### src/rtl/calc3_pkg.sv
// Shared calc3 definitions: default field widths and the buffered request entry.
package calc3_pkg;

    localparam int unsigned CALC3_REG_W  = 4;
    localparam int unsigned CALC3_TAG_W  = 2;
    localparam int unsigned CALC3_DATA_W = 32;

    typedef struct packed {
        logic [CALC3_REG_W-1:0]  cmd;
        logic [CALC3_REG_W-1:0]  d1;
        logic [CALC3_REG_W-1:0]  d2;
        logic [CALC3_REG_W-1:0]  r1;
        logic [CALC3_TAG_W-1:0]  tag;
        logic [CALC3_DATA_W-1:0] data;
    } req_entry_t;

endpackage

### src/rtl/hold_queue_ctrl.sv
// Read/write pointers, fill count and sticky overflow for the hold queue.
// Pointers wrap explicitly at DEPTH-1, so DEPTH need not be a power of two.
module hold_queue_ctrl #(
    parameter  int unsigned DEPTH = 4,
    localparam int unsigned PTR_W = $clog2(DEPTH),
    localparam int unsigned CNT_W = $clog2(DEPTH + 1)
) (
    input  logic             clk,
    input  logic             rst_n,
    input  logic             push_req,
    input  logic             pop_req,
    output logic             push_c,
    output logic [PTR_W-1:0] wr_ptr,
    output logic [PTR_W-1:0] rd_ptr,
    output logic [CNT_W-1:0] count,
    output logic             overflow
);

    logic             pop_c;
    logic             drop_c;
    logic [CNT_W-1:0] count_nxt;

    function automatic logic [PTR_W-1:0] ptr_inc(input logic [PTR_W-1:0] p);
        return (p == PTR_W'(DEPTH - 1)) ? '0 : p + PTR_W'(1);
    endfunction

    // A pop frees the slot in the same edge, so a push at full is accepted alongside it
    always_comb begin
        pop_c     = 1'b0;
        push_c    = 1'b0;
        drop_c    = 1'b0;
        count_nxt = count;
        pop_c     = pop_req && (count != '0);
        push_c    = push_req && ((count != CNT_W'(DEPTH)) || pop_c);
        drop_c    = push_req && !push_c;
        case ({push_c, pop_c})
            2'b10:   count_nxt = count + CNT_W'(1);
            2'b01:   count_nxt = count - CNT_W'(1);
            default: count_nxt = count;
        endcase
    end

    always_ff @(negedge clk or negedge rst_n) begin
        if (!rst_n) begin
            wr_ptr   <= '0;
            rd_ptr   <= '0;
            count    <= '0;
            overflow <= 1'b0;
        end else begin
            if (push_c) wr_ptr <= ptr_inc(wr_ptr);
            if (pop_c)  rd_ptr <= ptr_inc(rd_ptr);
            count <= count_nxt;
            if (drop_c) overflow <= 1'b1;
        end
    end

endmodule

### src/rtl/hold_queue.sv
// Request hold queue: buffers calc3 requests in FIFO order ahead of the priority logic.
// State advances on the falling edge of c_clk; head outputs are combinational from storage.
module hold_queue
    import calc3_pkg::*;
#(
    parameter  int unsigned DEPTH  = 4,
    parameter  int unsigned DATA_W = CALC3_DATA_W,
    parameter  int unsigned REG_W  = CALC3_REG_W,
    parameter  int unsigned TAG_W  = CALC3_TAG_W,
    localparam int unsigned PTR_W  = $clog2(DEPTH),
    localparam int unsigned CNT_W  = $clog2(DEPTH + 1)
) (
    input  logic              c_clk,
    input  logic              reset_n,
    input  logic [REG_W-1:0]  req_cmd_in,
    input  logic [REG_W-1:0]  req_d1,
    input  logic [REG_W-1:0]  req_d2,
    input  logic [REG_W-1:0]  req_r1,
    input  logic [TAG_W-1:0]  req_tag,
    input  logic [DATA_W-1:0] req_data,
    input  logic              prio_ack,
    output logic              req_ready,
    output logic [REG_W-1:0]  hold_prio_req,
    output logic [REG_W-1:0]  hold_d1,
    output logic [REG_W-1:0]  hold_d2,
    output logic [REG_W-1:0]  hold_r1,
    output logic [TAG_W-1:0]  hold_prio_tag,
    output logic [DATA_W-1:0] hold_data,
    output logic [CNT_W-1:0]  hold_count,
    output logic              hold_overflow
);

    // Entries are stored in the shared struct, so the fields must fit it
    if (REG_W > CALC3_REG_W || TAG_W > CALC3_TAG_W || DATA_W > CALC3_DATA_W || DEPTH < 2)
    begin : g_param_check
        $error("hold_queue: unsupported DEPTH or field width");
    end

    logic             push_c;
    logic [PTR_W-1:0] wr_ptr;
    logic [PTR_W-1:0] rd_ptr;
    req_entry_t       wr_entry;
    req_entry_t       head;
    req_entry_t       mem [DEPTH];

    hold_queue_ctrl #(
        .DEPTH (DEPTH)
    ) u_ctrl (
        .clk      (c_clk),
        .rst_n    (reset_n),
        .push_req (req_cmd_in != '0),
        .pop_req  (prio_ack),
        .push_c   (push_c),
        .wr_ptr   (wr_ptr),
        .rd_ptr   (rd_ptr),
        .count    (hold_count),
        .overflow (hold_overflow)
    );

    always_comb begin
        wr_entry      = '0;
        wr_entry.cmd  = CALC3_REG_W'(req_cmd_in);
        wr_entry.d1   = CALC3_REG_W'(req_d1);
        wr_entry.d2   = CALC3_REG_W'(req_d2);
        wr_entry.r1   = CALC3_REG_W'(req_r1);
        wr_entry.tag  = CALC3_TAG_W'(req_tag);
        wr_entry.data = CALC3_DATA_W'(req_data);
    end

    // Storage carries no reset; stale slots are hidden by the empty gating below
    always_ff @(negedge c_clk) begin
        if (push_c) mem[wr_ptr] <= wr_entry;
    end

    assign head      = mem[rd_ptr];
    assign req_ready = (hold_count != CNT_W'(DEPTH));

    always_comb begin
        hold_prio_req = '0;
        hold_d1       = '0;
        hold_d2       = '0;
        hold_r1       = '0;
        hold_prio_tag = '0;
        hold_data     = '0;
        if (hold_count != '0) begin
            hold_prio_req = REG_W'(head.cmd);
            hold_d1       = REG_W'(head.d1);
            hold_d2       = REG_W'(head.d2);
            hold_r1       = REG_W'(head.r1);
            hold_prio_tag = TAG_W'(head.tag);
            hold_data     = DATA_W'(head.data);
        end
    end

endmodule
### config.mk
export PLATFORM = sky130hd
export DESIGN_NAME = hold_queue
export DESIGN_NICKNAME = d
export VERILOG_FILES = /design/src/rtl/calc3_pkg.sv /design/src/rtl/hold_queue_ctrl.sv /design/src/rtl/hold_queue.sv
export SDC_FILE = /design/constraint.sdc
export NUM_CORES = 1
export LEC_CHECK = 0
export BUFFER_PORTS_ARGS = -buffer_cell sky130_fd_sc_hd__buf_2
export CORE_ASPECT_RATIO = 1.5
export CORE_MARGIN = 5
export CORE_UTILIZATION = 51
export CTS_CLUSTER_DIAMETER = 40
export DETAILED_ROUTE_END_ITERATION = 10
export GPL_TIMING_DRIVEN = 0
export HOLD_SLACK_MARGIN = 0.05
export PLACE_DENSITY = 0.87
export SETUP_SLACK_MARGIN = 0.2
export SYNTH_ARGS = -nofsm -noshare
export SYNTH_HDL_FRONTEND = slang
export SYNTH_SLANG_ARGS = --single-unit
### constraint.sdc
create_clock -name c_clk -period 2.6 [get_ports c_clk]
set_input_delay 0.52 -clock c_clk [delete_from_list [all_inputs] [get_ports c_clk]]
set_output_delay 0.52 -clock c_clk [all_outputs]
set_load 0.005 [all_outputs]
==> Yosys cells after proc, flatten, opt, wreduce, memory -nomap -nowiden <==
Memories as Yosys holds them, arrays and structs flattened.
Index checks and enable logic that the tools add are counted.
{ "classes": {"add_sub_neg": 4, "n_reduce_logical": 8, "eq_ne": 5, "muxes": 11} }
{ "op_table": {"columns": ["operator", "count"], "rows": [
  ["two-way mux 32 bit", 1],
  ["two-way mux 4 bit", 4],
  ["== test 2 bit, second input constant", 3],
  ["two-way mux 2 bit", 3],
  ["case mux 3 bit (2 select lines)", 1],
  ["adder 2 x 1 -> 2 bit, second input constant", 2],
  ["nonzero test 4 bit", 1],
  ["adder 3 x 1 -> 3 bit, second input constant", 1],
  ["logical AND 1 bit", 3],
  ["!= test 3 bit, second input constant", 1],
  ["nonzero test 3 bit", 1],
  ["subtractor 3 x 1 -> 3 bit, second input constant", 1],
  ["== test 2 x 1 -> 1 bit, second input constant", 1],
  ["two-way mux 1 bit", 2],
  ["nonzero test 2 bit", 1],
  ["zero test 1 bit", 1],
  ["logical OR 1 bit", 1]
]} }
{ "totals": {"in_bits": 53, "n_memories": 1, "regBits": 8, "word_cells": 33, "ram_bits": 200, "output_inout_bits": 55} }
{ "memory_table": {"columns": ["memory", "words", "width", "rd", "rd_ports_with_merged_regs", "write_ports", "line_no", "source"], "rows": [
  ["mem", 4, 50, 1, 0, 1, "hold_queue.sv:44", "req_entry_t mem [DEPTH];"]
]} }

==> Longest topological paths before layout <==
{ "logic_depth": {"depth_word": 6, "ltp_mapped": 9, "depth_no_buf": 9} }

==> Modules after synthesis <==
Synthesis repeated with hierarchy kept, for this count alone.
{ "unflattened": {"hier_cells": 359, "area_unflattened_um2": 8074.0} }
{ "by_module_without_submodules": {"columns": ["module", "seq_area_each_um2", "area_per_inst_um2", "instances", "cells_each"], "rows": [
  ["hold_queue", 6005.8, 7658.6, 1, 327],
  ["hold_queue_ctrl", 200.2, 415.4, 1, 32]
]} }

==> reports/results.tsv <==
stage	metric	value	unit
run_status	status	finished with violations	
run_status	violations in the final reports	setup timing	
grt	largest net degree at the start of global routing	51	
synthesis	fraction of the yosys area taken by sequential cells	0.771	
setup_path	maximum fanout encountered on the critical timing path	10	
synthesis	Async SR Flop Fraction	0.0385	
timing	worst setup margin	-1.32	ns
cts	CTS Sinks	208	
grt	first-pass GRT wire length	29800	um
floorplan	initial core utilization	0.517	
timing	Total Neg Setup Slack	-94.88	ns
power_and_ir_drop	sum of internal, switching and leakage power	16.1	mW
synthesis	synthesized area divided by synthesized cell count	22.2	um2
timing	pin slew with the least headroom to its limit	0.480	ns
timing	Hold WS	0.558	ns
routing	vias per cell	5.35	
synthesis	number of instances in the synthesized netlist	363	
cts	count of H-tree levels built during CTS	1	
synthesis	ranking of synthesized cells by instance count	sky130_fd_sc_hd__edfxtp_1, sky130_fd_sc_hd__mux4_2, sky130_fd_sc_hd__nor2b_1	
synthesis	area of the mapped netlist	0.00805	mm2
routing	post-route met1 wirelength	7490	um
flow_run	max-cap check violation count	0	
finish	Post-layout nets	813	
placed_design	port buffer count	107	
synthesis	Synth area leader	sky130_fd_sc_hd__edfxtp_1	
finish	area of the multi-input gates	0.00237	mm2
synthesis	post-synthesis sequential element count	208	
routing	WL/cell	22.9	um
routing	Initial DRC Count	305	
grt	antenna violations before repair	0	
placed_design	final HPWL from detailed placement	9410	um
synthesis	ys flop type	sky130_fd_sc_hd__edfxtp_1	
setup_path	kind of cell adding the most delay to the critical path	multiplexers	
setup_path	crit-path cells	buf_8 -> buf_12 -> mux4_2 -> nor2b_4 -> buf_6	
timing	RSZ-0062 raised after global routing	true	
cts	Clock Tree Buf Depth	3	
synthesis	number of unique standard cell types used by synthesis	21	
timing	headroom to the max-slew limit	0.680	
synthesis	leading cell type by number of instances after synthesis	sky130_fd_sc_hd__edfxtp_1	
setup_path	CP Class	reg2out	
floorplan	Die Footprint	0.0184	mm2
timing	Final Max Tran Viols	0	
setup_path	WP buf/inv	3	
cts	clock network latency to the later pin of the worst-skew pair	0.59	ns
power_and_ir_drop	Max IR drop VDD	0.000868	V
routing	detailed-routed wire length on met2	12600	um
setup_path	Crit-path slowest cell	sky130_fd_sc_hd__mux4_2	
setup_path	reg-to-reg slack, setup	0.32	ns
routing	DR vias	5199	
synthesis	cell types with the largest area share after synthesis	sky130_fd_sc_hd__edfxtp_1, sky130_fd_sc_hd__mux4_2, sky130_fd_sc_hd__nor2b_1	
power_and_ir_drop	power density normalized to cell area	1400	mW/mm2
cts	clk slew on worst S/H paths	0.05	ns
floorplan	Chip Width	113	um
cts	clock buffers created by TritonCTS	20	
power_and_ir_drop	internal power	10.6	mW
placed_design	number of placed cells counting well taps	673	
setup_path	nature of the critical path startpoint	flip-flop	
setup_path	required time of the critical path	2.08	ns
synthesis	number of flops mapped to enable cells by yosys	200	
power_and_ir_drop	combinational share of power	0.414	
finish	fillers	918	
worst_hold_path	class of the tightest hold or removal check	reg2reg	
floorplan	placeable core region	0.0156	mm2
synthesis	Synth warnings	0	
cts	clock root buffer	sky130_fd_sc_hd__clkbuf_16	
grt	GRT Residual Overflow	0	
setup_path	stage delay of the slowest cell on the critical path	0.52	ns
routing	total length of routed wires	22200	um
cts	TritonCTS clock tree	yes	
grt	number of global-route vias before repair	5762	
floorplan	die extent in y	164	um
placed_design	weighted congestion reported at the end of routability-driven placement	0.713	
timing	clock skew	0.0937	ns
finish	filler-free cell count of the finished design	971	
floorplan	cell row count	56	
finish	proportion of layout cells with a drive suffix above 1	0.438	
routing	DRC	0	
power_and_ir_drop	leakage dissipation	5.17	nW
power_and_ir_drop	register share of total power	0.329	
power_and_ir_drop	clock network power share	0.256	
cts	number of hold buffers added after cts	0	
timing	count of final hold-check violations	0	
setup_path	critical path data arrival time	3.40	ns
routing	wire length on met3	1560	um
setup_path	CP Capture Type	primary output	
synthesis	top-area cell type share of the netlist area	0.746	
floorplan	number of top-level pins	108	
grt	Tot GR Track Use	0.214	
synthesis	synthesized net count	423	
finish	total area of sequential cells	0.00621	mm2
power_and_ir_drop	fraction of power spent switching nets	0.339	
power_and_ir_drop	reported net switching power	5.46	mW
finish	Synth-to-Final Area Change	43.3	%
routing	antenna-violating nets left	0	
routing	highest metal layer with signal wires	met4	
timing	total setup violations reported at the end of the flow	260	
routing	number of optimization iterations in the first detailed-route pass	5	
==> tightest hold or removal path, stage by stage, from the launching register on <==
cell	delay [ns]
sky130_fd_sc_hd__dfrtn_1	0.43
sky130_fd_sc_hd__buf_4	0.12
sky130_fd_sc_hd__inv_1	0.03
sky130_fd_sc_hd__o31ai_1	0.06
==> path summary, 6_finish.rpt <==
kind,from,to,cells past startpoint
setup / recovery,u_ctrl.rd_ptr[0]$_DFFE_NN0P_,hold_prio_req[2],5
hold / removal,u_ctrl.overflow$_DFFE_NN0P_,u_ctrl.overflow$_DFFE_NN0P_,3
setup reg to reg,u_ctrl.count[2]$_DFFE_NN0P_,u_ctrl.count[2]$_DFFE_NN0P_,10
hold reg to reg,u_ctrl.overflow$_DFFE_NN0P_,u_ctrl.overflow$_DFFE_NN0P_,3
max in group asynchronous,reset_n,u_ctrl.count[2]$_DFFE_NN0P_,1
min in group asynchronous,reset_n,u_ctrl.count[1]$_DFFE_NN0P_,1
==> placed cells by master (no fill, tap or decap), types with 2 or more instances in the layout <==
cell,netlist,layout
sky130_fd_sc_hd__and2_4,0,30
sky130_fd_sc_hd__buf_12,0,10
sky130_fd_sc_hd__buf_2,5,95
sky130_fd_sc_hd__buf_4,0,15
sky130_fd_sc_hd__buf_6,6,27
sky130_fd_sc_hd__buf_8,0,6
sky130_fd_sc_hd__bufinv_16,0,2
sky130_fd_sc_hd__clkbuf_1,6,2
sky130_fd_sc_hd__clkbuf_16,0,21
sky130_fd_sc_hd__clkbuf_4,0,5
sky130_fd_sc_hd__clkinv_2,0,5
sky130_fd_sc_hd__clkinv_4,0,3
sky130_fd_sc_hd__dfrtn_1,8,8
sky130_fd_sc_hd__edfxtp_1,200,200
sky130_fd_sc_hd__ha_1,6,5
sky130_fd_sc_hd__inv_1,9,207
sky130_fd_sc_hd__inv_2,0,2
sky130_fd_sc_hd__mux2_2,4,3
sky130_fd_sc_hd__mux4_2,50,50
sky130_fd_sc_hd__nor2_1,5,3
sky130_fd_sc_hd__nor2b_4,0,50
sky130_fd_sc_hd__xor2_1,2,2
==> area by class of cell <==
| class | count | area share |
|---|---|---|
| Antenna cell | 1 | 0.000217 |
| Multi-Input combinational cell | 155 | 0.206 |
| Sequential cell | 208 | 0.538 |
| Clock buffer | 23 | 0.0462 |
| Timing Repair Buffer | 143 | 0.0913 |
| Clock inverter | 213 | 0.0754 |
| Buffer | 17 | 0.0180 |
| Tap cell | 203 | 0.0220 |
| Inverter | 8 | 0.00304 |
==> power by group through the flow <==
stage	Combinational (mW)	Clock, mW	Sequential, mW
floorplan	3.62	0.458	5.23
global placement	5.03	0.458	5.28
detailed placement	5.14	0.458	5.39
CTS	6.00	4.21	5.32
global route	6.97	4.64	5.37
finish	6.67	4.13	5.30
==> cells by family (layout without fill, tap and decap cells) <==
family / count (synthesis) / after routing / synth area share
AO/OA/AOI/OAI: 2 / 2 / 0.00171
XOR/XNOR: 3 / 3 / 0.00327
adder cells (fa/ha/maj): 7 / 7 / 0.0118
buffers and inverters: 26 / 404 / 0.0185
flip-flops: 208 / 208 / 0.771
multiplexers: 55 / 55 / 0.147
other: 0 / 1 / 0
AND/OR/NAND/NOR: 62 / 88 / 0.0468
==> layer usage <==
layer  up-vias  GRT usage
li1       2265          -
met1      2682      0.237
met2       219      0.380
met3        33     0.0627
met4         0     0.0940
met5         -          0
==> state kept, by name (all words and copies together), names as in the netlist <==
signal           cells
mem                200
u_ctrl.wr_ptr        2
u_ctrl.overflow      1
u_ctrl.rd_ptr        2
u_ctrl.count         3
==> stage by stage <==
step                      setup slack [ns]  utilization  instance area [um2]
after CTS                            -1.33        0.717                11200
after global placement               -1.31        0.598                 9310
after global routing                 -1.37        0.741                11500
final                                -1.32        0.742                11500
after floorplan                     -0.696            -                 8520
after detailed placement             -1.41        0.598                 9310
==> what timing repair did <==
action                     in CTS  in global routing
cloned                         16                 11
setup endpoints to repair     259                260
pin swaps                       7                  5
gates resized for setup        57                 41
setup buffers                  16                 19
No activity file was read; power rests on OpenSTA's default activity.
